==> src/rtl/dbus_wishbone_if.sv <==
// Data-side bridge from the OpenMIPS MEM stage to a Wishbone B3 classic single-beat master.
// Optional ack timeout abort is enabled by defining DBUS_TIMEOUT_EN.
module dbus_wishbone_if #(
  parameter int unsigned STALL_IDX   = 4,
  parameter int unsigned TIMEOUT_CYC = 255
) (
  input  logic        clk,
  input  logic        rst_n,
  input  logic        cpu_ce_i,
  input  logic        cpu_we_i,
  input  logic [31:0] cpu_addr_i,
  input  logic [31:0] cpu_data_i,
  input  logic [3:0]  cpu_sel_i,
  output logic [31:0] cpu_data_o,
  input  logic [5:0]  stall_i,
  input  logic        flush_i,
  output logic        stallreq_o,
  input  logic        wb_ack_i,
  input  logic [31:0] wb_data_i,
  output logic [31:0] wb_addr_o,
  output logic [31:0] wb_data_o,
  output logic        wb_we_o,
  output logic [3:0]  wb_sel_o,
  output logic        wb_stb_o,
  output logic        wb_cyc_o,
  output logic        bus_err_o
);

  typedef enum logic [1:0] {StIdle, StBusy, StWaitStall} state_e;

  state_e      state_q, state_d;
  logic [31:0] addr_d, wdata_d, rd_buf_q, rd_buf_d;
  logic [3:0]  sel_d;
  logic        we_d, stb_d, cyc_d;
  logic        tmo_hit;
  logic        mem_stalled;

  assign mem_stalled = stall_i[STALL_IDX];

  // Only the consumer stage's stall bit matters here.
  logic unused_stall;
  assign unused_stall = ^stall_i;

`ifdef DBUS_TIMEOUT_EN
  logic [7:0] tmo_cnt_q, tmo_cnt_d;

  assign tmo_hit = (state_q == StBusy) && !wb_ack_i && !flush_i &&
                   (tmo_cnt_q == 8'(TIMEOUT_CYC - 1));

  always_comb begin
    tmo_cnt_d = tmo_cnt_q;
    if (state_q == StIdle) begin
      tmo_cnt_d = '0;
    end else if (state_q == StBusy && !wb_ack_i) begin
      tmo_cnt_d = tmo_cnt_q + 8'd1;
    end
  end

  always_ff @(posedge clk or negedge rst_n) begin
    if (!rst_n) begin
      tmo_cnt_q <= '0;
      bus_err_o <= 1'b0;
    end else begin
      tmo_cnt_q <= tmo_cnt_d;
      bus_err_o <= tmo_hit;
    end
  end
`else
  assign tmo_hit   = 1'b0;
  assign bus_err_o = 1'b0;
`endif

  always_comb begin
    state_d    = state_q;
    addr_d     = wb_addr_o;
    wdata_d    = wb_data_o;
    sel_d      = wb_sel_o;
    we_d       = wb_we_o;
    stb_d      = wb_stb_o;
    cyc_d      = wb_cyc_o;
    rd_buf_d   = rd_buf_q;
    stallreq_o = 1'b0;
    cpu_data_o = '0;

    unique case (state_q)
      StIdle: begin
        stallreq_o = cpu_ce_i & ~flush_i;
        if (cpu_ce_i && !flush_i) begin
          addr_d  = cpu_addr_i;
          wdata_d = cpu_data_i;
          sel_d   = cpu_sel_i;
          we_d    = cpu_we_i;
          stb_d   = 1'b1;
          cyc_d   = 1'b1;
          state_d = StBusy;
        end
      end
      StBusy: begin
        stallreq_o = ~wb_ack_i & ~flush_i & ~tmo_hit;
        if (flush_i || wb_ack_i || tmo_hit) begin
          addr_d  = '0;
          wdata_d = '0;
          sel_d   = '0;
          we_d    = 1'b0;
          stb_d   = 1'b0;
          cyc_d   = 1'b0;
        end
        if (flush_i) begin
          rd_buf_d = '0;
          state_d  = StIdle;
        end else if (wb_ack_i || tmo_hit) begin
          // Stores and timeouts leave a clean zero for a following WAIT_STALL.
          rd_buf_d = (wb_ack_i && !wb_we_o) ? wb_data_i : '0;
          if (wb_ack_i && !wb_we_o) cpu_data_o = wb_data_i;
          state_d = mem_stalled ? StWaitStall : StIdle;
        end
      end
      StWaitStall: begin
        cpu_data_o = rd_buf_q;
        if (flush_i || !mem_stalled) begin
          rd_buf_d = '0;
          state_d  = StIdle;
        end
      end
      default: state_d = StIdle;
    endcase
  end

  always_ff @(posedge clk or negedge rst_n) begin
    if (!rst_n) begin
      state_q   <= StIdle;
      wb_addr_o <= '0;
      wb_data_o <= '0;
      wb_sel_o  <= '0;
      wb_we_o   <= 1'b0;
      wb_stb_o  <= 1'b0;
      wb_cyc_o  <= 1'b0;
      rd_buf_q  <= '0;
    end else begin
      state_q   <= state_d;
      wb_addr_o <= addr_d;
      wb_data_o <= wdata_d;
      wb_sel_o  <= sel_d;
      wb_we_o   <= we_d;
      wb_stb_o  <= stb_d;
      wb_cyc_o  <= cyc_d;
      rd_buf_q  <= rd_buf_d;
    end
  end

endmodule

==> config.mk <==
export PLATFORM = sky130hd
export DESIGN_NAME = dbus_wishbone_if
export DESIGN_NICKNAME = d
export VERILOG_FILES = /design/src/rtl/dbus_wishbone_if.sv
export SDC_FILE = /design/constraint.sdc
export NUM_CORES = 1
export LEC_CHECK = 0
export BUFFER_PORTS_ARGS = -buffer_cell sky130_fd_sc_hd__buf_2
export CORE_ASPECT_RATIO = 1.5
export CORE_MARGIN = 4
export CORE_UTILIZATION = 40
export CTS_CLUSTER_SIZE = 8
export DETAILED_ROUTE_END_ITERATION = 6
export GPL_TIMING_DRIVEN = 0
export PLACE_DENSITY_LB_ADDON = 0.1
export RECOVER_POWER = 50
export SYNTH_ARGS = -nofsm -noshare
export SYNTH_HDL_FRONTEND = slang
export SYNTH_SLANG_ARGS = --single-unit
export TNS_END_PERCENT = 1
==> constraint.sdc <==
create_clock -name clk -period 2.7 [get_ports clk]
set_clock_uncertainty 0.2 [all_clocks]
set_input_delay 0.54 -clock clk [delete_from_list [all_inputs] [get_ports clk]]
set_output_delay 0.54 -clock clk [all_outputs]
set_load 0.02 [all_outputs]
==> results of run 1 <==
[final timing paths]
kind                                           start                        end  slack (ns)
max                           state_q[0]$_DFFE_PN0P_             cpu_data_o[29]       -0.08
min                                            rst_n    rd_buf_q[7]$_DFFE_PN0P_        0.19
max reg2reg                   state_q[1]$_DFFE_PN0P_   wb_data_o[4]$_DFFE_PN0P_        0.21
min reg2reg                wb_addr_o[19]$_DFFE_PN0P_  wb_addr_o[19]$_DFFE_PN0P_        0.30
max in group asynchronous                      rst_n  wb_data_o[18]$_DFFE_PN0P_        0.59
min in group clk                      cpu_data_i[18]  wb_data_o[18]$_DFFE_PN0P_        0.22
[kinds of logic (layout without fill, tap and decap cells)]
kind of cell	Yosys count	after routing	synth area share
AO/OA/AOI/OAI	143	143	0.244
adder cells (fa/ha/maj)	3	3	0.00763
buffers and inverters	83	321	0.0718
flip-flops	104	104	0.529
other	1	1	0.000763
AND/OR/NAND/NOR	112	112	0.147
[stage by stage]
stage | total power [mW] | cells | setup slack, ns | area, sq um
6_report | 7.31 | 837 | -0.0762 | 6840
5_1_grt | 7.78 | 837 | -0.173 | 6840
4_1_cts | 7.24 | 829 | -0.0664 | 6650
3_5_place_dp | 5.72 | 810 | -0.265 | 6190
3_3_place_gp | 5.64 | 809 | -0.321 | 6160
2_1_floorplan | 4.60 | 446 | 0.262 | 4920
[flip-flops by register name, summed over array words and instances, names as in the netlist]
signal,cells
wb_sel_o,4
wb_cyc_o,1
rd_buf_q,32
wb_we_o,1
state_q,2
wb_data_o,32
wb_addr_o,32
[power by group through the flow]
stage | sequential [mW] | clock, mW | combinational (mW)
6_report | 2.66 | 1.41 | 3.25
2_1_floorplan | 3.05 | 0 | 1.54
3_3_place_gp | 2.61 | 0 | 3.03
5_1_grt | 2.74 | 1.51 | 3.53
4_1_cts | 2.62 | 1.44 | 3.18
3_5_place_dp | 2.61 | 0 | 3.10
[repair_timing]
item / in CTS / in global routing
endpoints found under the setup margin: 32 / 32
gates cloned: 0 / 3
pin swaps: 0 / 4
gates resized for setup: 43 / 35
buffers inserted: 3 / 5
[Yosys cell counts (3+ instances only)]
library cell               instances  share of area
sky130_fd_sc_hd__clkbuf_1         28          0.021
sky130_fd_sc_hd__a22o_1           69           0.12
sky130_fd_sc_hd__o311ai_0         32          0.057
sky130_fd_sc_hd__ha_1              3         0.0076
sky130_fd_sc_hd__buf_2            12          0.012
sky130_fd_sc_hd__buf_4             3         0.0046
sky130_fd_sc_hd__nand2_1          33          0.025
sky130_fd_sc_hd__a22oi_1          32          0.049
sky130_fd_sc_hd__nand4b_1         32          0.057
sky130_fd_sc_hd__inv_1            34          0.026
sky130_fd_sc_hd__dfrtp_1         104           0.53
sky130_fd_sc_hd__nor2b_1          32          0.041
sky130_fd_sc_hd__buf_1             3         0.0023
[metal layers]
metal  vias to the layer above  GRT usage
li1                       2127          -
met1                      2209      0.252
met2                       179      0.364
met3                        25     0.0646
met4                         2     0.0763
met5                         -          0
[cell type report]
class | instances | area share
well taps | 153 | 0.0280
plain buffers | 48 | 0.0414
clock inverters | 6 | 0.0132
flip-flops and latches | 104 | 0.381
multi-input cells | 259 | 0.305
clock buffers | 10 | 0.0335
inverters | 35 | 0.0192
repair buffers | 222 | 0.179
[cells in the final DEF, fill, tap and decap left out, types with 3 or more instances in the layout]
cell type                   count
sky130_fd_sc_hd__a22oi_2       21
sky130_fd_sc_hd__nor2b_1       30
sky130_fd_sc_hd__o311ai_0      32
sky130_fd_sc_hd__clkbuf_16     12
sky130_fd_sc_hd__nand4b_1      32
sky130_fd_sc_hd__clkbuf_1      62
sky130_fd_sc_hd__a22oi_1       11
sky130_fd_sc_hd__buf_2        154
sky130_fd_sc_hd__inv_1         33
sky130_fd_sc_hd__nand2_1       33
sky130_fd_sc_hd__a22o_1        69
sky130_fd_sc_hd__dfrtp_1      104
sky130_fd_sc_hd__buf_8          3
sky130_fd_sc_hd__buf_4         37
sky130_fd_sc_hd__buf_6          5
[worst max-delay path: cells and delay by family, from the launching register on]
kind / cells / cell delay [ns]
AND/OR/NAND/NOR: 1 / 0.28
buffers and inverters: 3 / 0.63
adder cells (fa/ha/maj): 1 / 0.38
flip-flops: 1 / 0.40
==> results.md, run 1 <==
* Outcome: finished with violations
* Violated checks: setup timing
* Actual slew at the worst max-slew pin at 1.10 ns
* Hold violation count in the final report at 0
* Die H at 144 um
* M1 WL at 5.98 mm
* Area overhead of the layout relative to synthesis at 39.1%
* Antenna diode count at 0
* Placed wire-length estimate at 11.1 mm
* Worst hold path class: in2async
* Total wirelength of the detailed-routed design at 15.4 mm
* Clock Sink Count at 104
* Buffer depth of the longest clock path at 2
* Utilization after layout at 0.569
* Number of instances in the synthesized netlist at 446
* Max-slew violation count at 0
* Post-route clock period utilization at 1.03
* Total power divided by cell area at 1070 nW/um^2
* Footprint of the multi-input gates at 2090 sq um
* Worst Setup End Kind: output port
* Total gr overflow at 0
* Routability cong. at 0.833
* Number of antenna violations at the first check in global routing at 1
* Internal power summed over all cells at 4.30 mW
* TritonCTS Buffers at 9
* Share of post-route cells with drive strength above 1 at 0.373
* Root buf cell: sky130_fd_sc_hd__clkbuf_16
* Total number of yosys warnings at 0
* Residual antenna-violating net count after detailed routing at 0
* Maximum fanout count along the critical path at 10
* Number of port buffers at 210
* TritonCTS clock tree: yes
* Logic depth of the worst register-to-register path at 9
* Post-synthesis area per instance at 11.0 sq um
* Worst voltage drop across the vdd grid at 0.586 mV
* # DRC at 0
* Synthesized net count at 561
* Required time at the endpoint of the critical path at 1.96 ns
* Site Rows at 49
* Violation count after the first detailed-routing iteration at 149
* Routed via count at 4542
* Number of fillers in the final layout at 1131
* Reg power frac at 0.363
* Uppermost routed layer: met5
* Die Wd at 98.5 um
* Area enclosed by the die boundary at 14200 sq um
* Per-cell routed wire length at 18.4 um
* Power share of the clock group at 0.192
* Fraction of synthesis flops using an asynchronous set or reset pin at 1.00
* Max transition margin at 0.265
* Initial Util at 0.409
* Number of enable flip-flop cells after synthesis at 0
* Number of buffers inserted for hold repair after clock tree synthesis at 0
* Leakage power summed over all cells at 3.16 nW
* Highest clock rate at 0.360 GHz
* Net switching share of the total power at 0.412
* Max stage delay cell, worst path: sky130_fd_sc_hd__dfrtp_1
* Setup TNS at -0.577 ns
* Unrepaired setup endpoints after global routing: yes
* Critical-path cell list: inv_1 -> ha_1 -> clkbuf_1 -> nor2b_2 -> buf_4
* Top flip-flop cell by instance count after synthesis: sky130_fd_sc_hd__dfrtp_1
* Pin count of the biggest net entering global routing at 61
* Minimum clock period at 2.78 ns
* First-pass detailed-route iteration total at 4
* Number of distinct library cells after synthesis at 36
* Worst skew pair latency at 0.34 ns
* Area taken by flip-flops and latches at 2600 sq um
* Sequential share of the synthesized area at 0.529
* Switching power summed over all nets at 3.01 mW
* I/O pin count at 217
* Number of register bits inferred by synthesis at 104
* Final critical-path setup slack at -0.0762 ns
* Per-cell via count in the routed design at 5.43
* Critical path class: reg2out
* Number of global-route vias before repair at 4722
* Relative contribution of combinational cells to total power at 0.444
* Post-Syn Area at 4920 sq um
* Htree depth at 3
* Core area at 12000 sq um
* Wire length of the first global-routing pass at 24.1 mm
* Overall fraction of global-route tracks in use at 0.212
* Critical Path AT at 2.04 ns
* Number of maximum-capacitance violations at 0
* Stage delay of the slowest cell on the critical path at 0.40 ns
* # nets final at 794
* Startpoint type of the worst setup path: flip-flop
* Final Hold Slack at 0.188 ns
* Met3 Wirelength at 1.18 mm
* Met2 Routed Length at 7.89 mm
* Final setup violation count at 28
* Clock slew at reported path FFs at 0.07 ns
Note: power is estimated with default switching activity, not from simulation.
==> inputs of run 2 (changes only) <==
ABC_AREA = 1   (was unset)
==> results.md, run 2 <==
* Outcome: completed
* Total number of yosys warnings at 0
* TritonCTS Buffers at 9
* Area enclosed by the die boundary at 13500 sq um
* Number of instances in the synthesized netlist at 608
* Utilization after layout at 0.551
* Net switching share of the total power at 0.434
* Root buf cell: sky130_fd_sc_hd__clkbuf_16
* Unrepaired setup endpoints after global routing: yes
* Reg power frac at 0.365
* Post-synthesis area per instance at 7.70 sq um
* Total power divided by cell area at 1080 nW/um^2
* Total wirelength of the detailed-routed design at 13.1 mm
* Pre-CTS setup slack at 0.190 ns
* Internal power summed over all cells at 3.88 mW
* Fraction of synthesis flops using an asynchronous set or reset pin at 1.00
* Most utilized layer in the global route result: met2
* Routed via count at 4560
* Top flip-flop cell by instance count after synthesis: sky130_fd_sc_hd__dfrtp_1
* Number of maximum-capacitance violations at 0
* Startpoint type of the worst setup path: flip-flop
* Number of enable flip-flop cells after synthesis at 0
* Area overhead of the layout relative to synthesis at 34.9%
* Leakage power summed over all cells at 3.87 nW
* Buffer depth of the longest clock path at 2
* Site Rows at 48
* Per-cell via count in the routed design at 4.61
* Critical-path cell list: inv_2 -> ha_4 -> inv_2 -> nor2_4 -> buf_12 -> buf_6 -> nand3_1 -> a21oi_1 -> buf_2
* Antenna diode count at 0
* Number of port buffers at 210
* Logic depth of the worst register-to-register path at 8
* Commonest cells after routing, fill and taps aside: 344 x sky130_fd_sc_hd__nand2_1, 171 x sky130_fd_sc_hd__buf_2, 104 x sky130_fd_sc_hd__dfrtp_1
* Clock slew at reported path FFs at 0.07 ns
* Worst voltage drop across the vdd grid at 0.496 mV
* Routability cong. at 0.767
* Worst skew pair latency at 0.33 ns
* Sequential share of the synthesized area at 0.556
* Final setup violation count at 0
* Wire length of the first global-routing pass at 20.9 mm
* TritonCTS clock tree: yes
* Initial Util at 0.408
* Critical Path AT at 1.87 ns
* Core area at 11500 sq um
* Worst Setup End Kind: output port
* Placed wire-length estimate at 10.0 mm
* Fraction of met2 tracks used by global routing at 0.337
* Max-slew violation count at 0
* Pin count of the biggest net entering global routing at 62
* Reg-to-reg setup timing slack at 0.83 ns
* Number of global-route vias before repair at 4440
* Residual antenna-violating net count after detailed routing at 0
* Yosys top cell area share at 0.556
* Final critical-path setup slack at 0.0852 ns
* Die Wd at 96.4 um
* Cell family with the largest share of critical-path delay: buffers and inverters
* Worst setup path startpoint: state_q[1]$_DFFE_PN0P_
* Global-route met1 utilization at 0.227
* Per-cell routed wire length at 13.3 um
* Dominant cell type by area after synthesis: sky130_fd_sc_hd__dfrtp_1
* Post-Syn Area at 4680 sq um
* Cells taking the most area after synthesis: sky130_fd_sc_hd__dfrtp_1 56%, sky130_fd_sc_hd__nand2_1 28%, sky130_fd_sc_hd__nand3_1 3.6%, sky130_fd_sc_hd__a21oi_1 3.4%, sky130_fd_sc_hd__inv_1 2.9%
* Number of distinct library cells after synthesis at 18
* Violation count after the first detailed-routing iteration at 120
* Launch instance of the worst min-delay path: cpu_data_i[21]
* Htree depth at 3
* I/O pin count at 217
* Number of register bits inferred by synthesis at 104
* Relative contribution of combinational cells to total power at 0.434
* Overall fraction of global-route tracks in use at 0.196
* Share of post-route cells with drive strength above 1 at 0.274
* Number of logic stages on the critical path including buffering at 9
* Required time at the endpoint of the critical path at 1.96 ns
* Number of antenna violations at the first check in global routing at 0
* CP bufs+invs at 5
* First-pass detailed-route iteration total at 7
* # nets final at 949
* Highest clock rate at 0.382 GHz
* Stage delay of the slowest cell on the critical path at 0.40 ns
* Minimum clock period at 2.61 ns
* Actual slew at the worst max-slew pin at 1.10 ns
* Total gr overflow at 0
* Critical register-to-register path startpoint: state_q[0]$_DFFE_PN0P_
* Maximum fanout count along the critical path at 8
* WHS Path Cells at 3
* Max transition margin at 0.266
* Clock Sink Count at 104
* Number of fillers in the final layout at 1188
* # DRC at 0
* Hold violation count in the final report at 0
* Regs by FF count: rd_buf_q: 32 flops, wb_addr_o: 32 flops, wb_data_o: 32 flops
* Most prevalent standard cell on the critical path: sky130_fd_sc_hd__inv_2
* Synthesized net count at 723
* Post-route clock period utilization at 0.968
* Synth cell count leaders: 344 x sky130_fd_sc_hd__nand2_1, 104 x sky130_fd_sc_hd__dfrtp_1, 36 x sky130_fd_sc_hd__inv_1
* Destination of the worst hold path: wb_data_o[21]$_DFFE_PN0P_
* Power share of the clock group at 0.201
* Die H at 141 um
* Worst hold path class: in2reg
* Dominant cell by count in the synthesized netlist: sky130_fd_sc_hd__nand2_1
* Fraction of met3 tracks used by global routing at 0.0484
* Switching power summed over all nets at 2.98 mW
* Critical path class: reg2out
* Endpoint of the lowest-slack register-to-register path: rd_buf_q[13]$_DFFE_PN0P_
* Leading cell type in the layout, fill and taps excluded: sky130_fd_sc_hd__nand2_1
* Max stage delay cell, worst path: sky130_fd_sc_hd__dfrtp_1
[run 2: changes by cell type after synthesis, moves of 12 or more]
cell	delta
sky130_fd_sc_hd__o311ai_0	-32
sky130_fd_sc_hd__nand2_1	+311
sky130_fd_sc_hd__a21oi_1	+30
sky130_fd_sc_hd__clkbuf_1	-21
sky130_fd_sc_hd__nand3_1	+34
sky130_fd_sc_hd__a22o_1	-69
sky130_fd_sc_hd__a22oi_1	-32
sky130_fd_sc_hd__buf_2	+12
sky130_fd_sc_hd__nor2b_1	-32
sky130_fd_sc_hd__nand4b_1	-32
[run 2: area by class of cell]
type / count / area [sq um] / area share
Multi-Input combinational cell: 429 / 1790 / 0.283
Inverter: 40 / 150 / 0.0238
Clock inverter: 5 / 81.3 / 0.0129
Clock buffer: 11 / 233 / 0.0368
Tap cell: 150 / 188 / 0.0297
Sequential cell: 104 / 2600 / 0.412
Timing Repair Buffer: 215 / 1060 / 0.168
Buffer: 35 / 210 / 0.0333
[run 2: cell families (layout without fill, tap and decap cells)]
logic type | Yosys count | count (layout) | synth area share
fa+ha+maj | 3 | 3 | 0.00801
other cells | 1 | 1 | 0.000801
buf+inv | 75 | 306 | 0.0697
flops | 104 | 104 | 0.556
simple gates | 392 | 392 | 0.330
compound gates | 33 | 33 | 0.0358
[run 2: metrics by stage]
step | setup TNS [ns] | cells | instance area, sq um | total power [mW] | hold slack (ns)
after global routing | -0.106 | 989 | 6320 | 7.36 | 0.184
after global placement | -27.51 | 968 | 5920 | 5.42 | 0.251
after detailed placement | 0 | 969 | 5950 | 5.50 | 0.253
after floorplan | 0 | 608 | 4680 | 4.38 | 0.0444
final | 0 | 989 | 6320 | 6.85 | 0.192
after CTS | -0.0623 | 985 | 6280 | 6.92 | 0.0144
[run 2: layer usage]
metal / vias up / share of wire
met5: - / 0
met3: 22 / 0.079
li1: 2294 / -
met1: 2082 / 0.37
met4: 0 / 0.026
met2: 162 / 0.52
[run 2: worst min-delay path, delay by kind of cell]
kind                   cells  cell delay (ns)
buffers and inverters      1             0.07
AND/OR/NAND/NOR            2             0.09
[run 2: power groups by stage]
stage / sequential (mW) / combinational, mW / clock (mW)
floorplan: 3.00 / 1.38 / 0
global placement: 2.49 / 2.93 / 0
detailed placement: 2.51 / 2.99 / 0
CTS: 2.49 / 3.01 / 1.42
global route: 2.58 / 3.31 / 1.48
finish: 2.50 / 2.97 / 1.38
[run 2: worst max-delay path by stage]
stage	to	slack, ns
6_report	cpu_data_o[29]	0.09
4_1_cts	cpu_data_o[21]	-0.02
5_1_grt	cpu_data_o[29]	-0.02
3_3_place_gp	wb_data_o[19]$_DFFE_PN0P_	-0.27
3_5_place_dp	cpu_data_o[25]	0.19
2_1_floorplan	cpu_data_o[0]	0.45
[run 2: timing repair]
item,4_1_cts,5_1_grt
hold buffers,0,0
setup endpoints to repair,30,30
resized for setup,7,41
pin swaps,0,2
setup buffers,0,1
gates cloned,0,3
==> inputs of run 3 (changes only) <==
GPL_TIMING_DRIVEN = unset   (was 0)
==> results.md, run 3 (synthesis results as in run 2) <==
* Outcome: completed
* Worst voltage drop across the vdd grid at 0.675 mV
* Clock slew at reported path FFs at 0.07 ns
* Number of maximum-capacitance violations at 0
* Routed via count at 4429
* Final setup violation count at 0
* Minimum clock period at 2.57 ns
* Die H at 141 um
* Post-route clock period utilization at 0.950
* Total gr overflow at 0
* Area enclosed by the die boundary at 13500 sq um
* Initial Util at 0.408
* Pin count of the biggest net entering global routing at 70
* Per-cell routed wire length at 13.5 um
* Setup TNS at 0 ns
* Wire length of the first global-routing pass at 20.5 mm
* Die Wd at 96.4 um
* First-pass detailed-route iteration total at 4
* Post-CTS Repair Setup Buffers at 0
* Finished Cell Area at 6240 sq um
* Residual antenna-violating net count after detailed routing at 0
* Share of post-route cells with drive strength above 1 at 0.255
* Critical path class: reg2out
* TritonCTS Buffers at 9
* Placed wire-length estimate at 9.20 mm
* # DRC at 0
* Overall fraction of global-route tracks in use at 0.192
* Worst hold path class: in2reg
* Unrepaired setup endpoints after global routing: no
* Per-cell via count in the routed design at 4.60
* I/O pin count at 217
* Core area at 11500 sq um
* Actual slew at the worst max-slew pin at 1.26 ns
* Met3 Wirelength at 1.01 mm
* Highest clock rate at 0.390 GHz
* M1 WL at 5.01 mm
* Startpoint type of the worst setup path: flip-flop
* Maximum fanout count along the critical path at 16
* Critical Path AT at 1.83 ns
* Leading cell type in the layout, fill and taps excluded: sky130_fd_sc_hd__nand2_1
* Max transition margin at 0.162
* Site Rows at 48
* Regs by FF count: rd_buf_q: 32 flops, wb_addr_o: 32 flops, wb_data_o: 32 flops
* Number of port buffers at 210
* Total wirelength of the detailed-routed design at 13.0 mm
* Htree depth at 3
* Clock Sink Count at 104
* Buffer depth of the longest clock path at 2
* Root buf cell: sky130_fd_sc_hd__clkbuf_16
* Worst setup path startpoint: state_q[1]$_DFFE_PN0P_
* Post-DP Area at 5880 sq um
* Antenna diode count at 0
* Worst Setup End Kind: output port
* Max-slew violation count at 0
* Commonest cells after routing, fill and taps aside: 344 x sky130_fd_sc_hd__nand2_1, 145 x sky130_fd_sc_hd__buf_2, 104 x sky130_fd_sc_hd__dfrtp_1
* Critical register-to-register path startpoint: state_q[0]$_DFFE_PN0P_
* Worst skew pair latency at 0.33 ns
* Number of global-route vias before repair at 4322
* Number of antenna violations at the first check in global routing at 0
* Violation count after the first detailed-routing iteration at 144
* Uppermost routed layer: met4
* # nets final at 923
* Met2 Routed Length at 6.69 mm
* Hold violation count in the final report at 0
* Routability cong. at 0.839
* Area overhead of the layout relative to synthesis at 33.2%
* TritonCTS clock tree: yes
* Total power of the final layout at 6.67 mW
* Launch instance of the worst min-delay path: cpu_addr_i[24]
* Leakage power summed over all cells at 3.76 nW
* Utilization after layout at 0.544
* Required time at the endpoint of the critical path at 1.96 ns
* Total power divided by cell area at 1070 nW/um^2
## run 3: changes by cell type in the layout (fill, tap and decap cells not counted), sizes merged
cell and delta:
clkinvlp -1, clkbuf +2, buf -27, dlygate4sd3 +1, bufinv -1
## run 3: what timing repair did
action                     CTS  global route
hold buffers                 1             0
pin swaps                    0             0
hold endpoints to repair    19             0
resized for setup            6            22
setup endpoints to repair    7            32
gates cloned                 0             1
## run 3: critical path, stage by stage, from the launching register on
cell                      delay, ns
sky130_fd_sc_hd__dfrtp_1       0.41
sky130_fd_sc_hd__inv_2         0.09
sky130_fd_sc_hd__ha_4          0.16
sky130_fd_sc_hd__inv_2         0.06
sky130_fd_sc_hd__nor2_4        0.14
sky130_fd_sc_hd__buf_12        0.17
sky130_fd_sc_hd__nand3_1       0.14
sky130_fd_sc_hd__a21oi_2       0.16
sky130_fd_sc_hd__buf_4         0.16
## run 3: stage by stage
step           hold slack, ns  cells  setup WS, ns
2_1_floorplan          0.0444    608         0.447
3_3_place_gp            0.250    945         0.353
3_5_place_dp            0.253    945         0.304
4_1_cts                 0.186    962       0.00657
5_1_grt                 0.181    963        0.0293
6_report                0.197    963         0.134
## run 3: path summary, 6_finish.rpt
kind                       cells after the start  slack [ns]                   endpoint
setup / recovery                               8        0.13             cpu_data_o[23]
hold / removal                                 3        0.20  wb_addr_o[24]$_DFFE_PN0P_
setup reg to reg                               7        0.41   rd_buf_q[30]$_DFFE_PN0P_
hold reg to reg                                2        0.27  wb_addr_o[31]$_DFFE_PN0P_
max in group asynchronous                      3        0.42  wb_data_o[26]$_DFFE_PN0P_
min in group asynchronous                      2        0.79    rd_buf_q[2]$_DFFE_PN0P_
## run 3: cell type report
class | instances | area [sq um]
Fill cell | 1171 | 5230
Sequential cell | 104 | 2600
Multi-Input combinational cell | 429 | 1810
Timing Repair Buffer | 224 | 1180
Clock buffer | 13 | 260
Tap cell | 150 | 188
Inverter | 40 | 150
Clock inverter | 3 | 40.0
## run 3: layer usage
layer | vias to the layer above | global-route usage
met5 | - | 0
met2 | 148 | 0.330
met4 | 0 | 0.0658
met1 | 2024 | 0.227
li1 | 2239 | -
met3 | 18 | 0.0543
## run 3: where the power goes
| part | switching, mW | internal [mW] |
|---|---|---|
| combinational | 2.06 | 0.802 |
| sequential | 0.336 | 2.17 |
| clock | 0.539 | 0.767 |
| total | 2.94 | 3.74 |
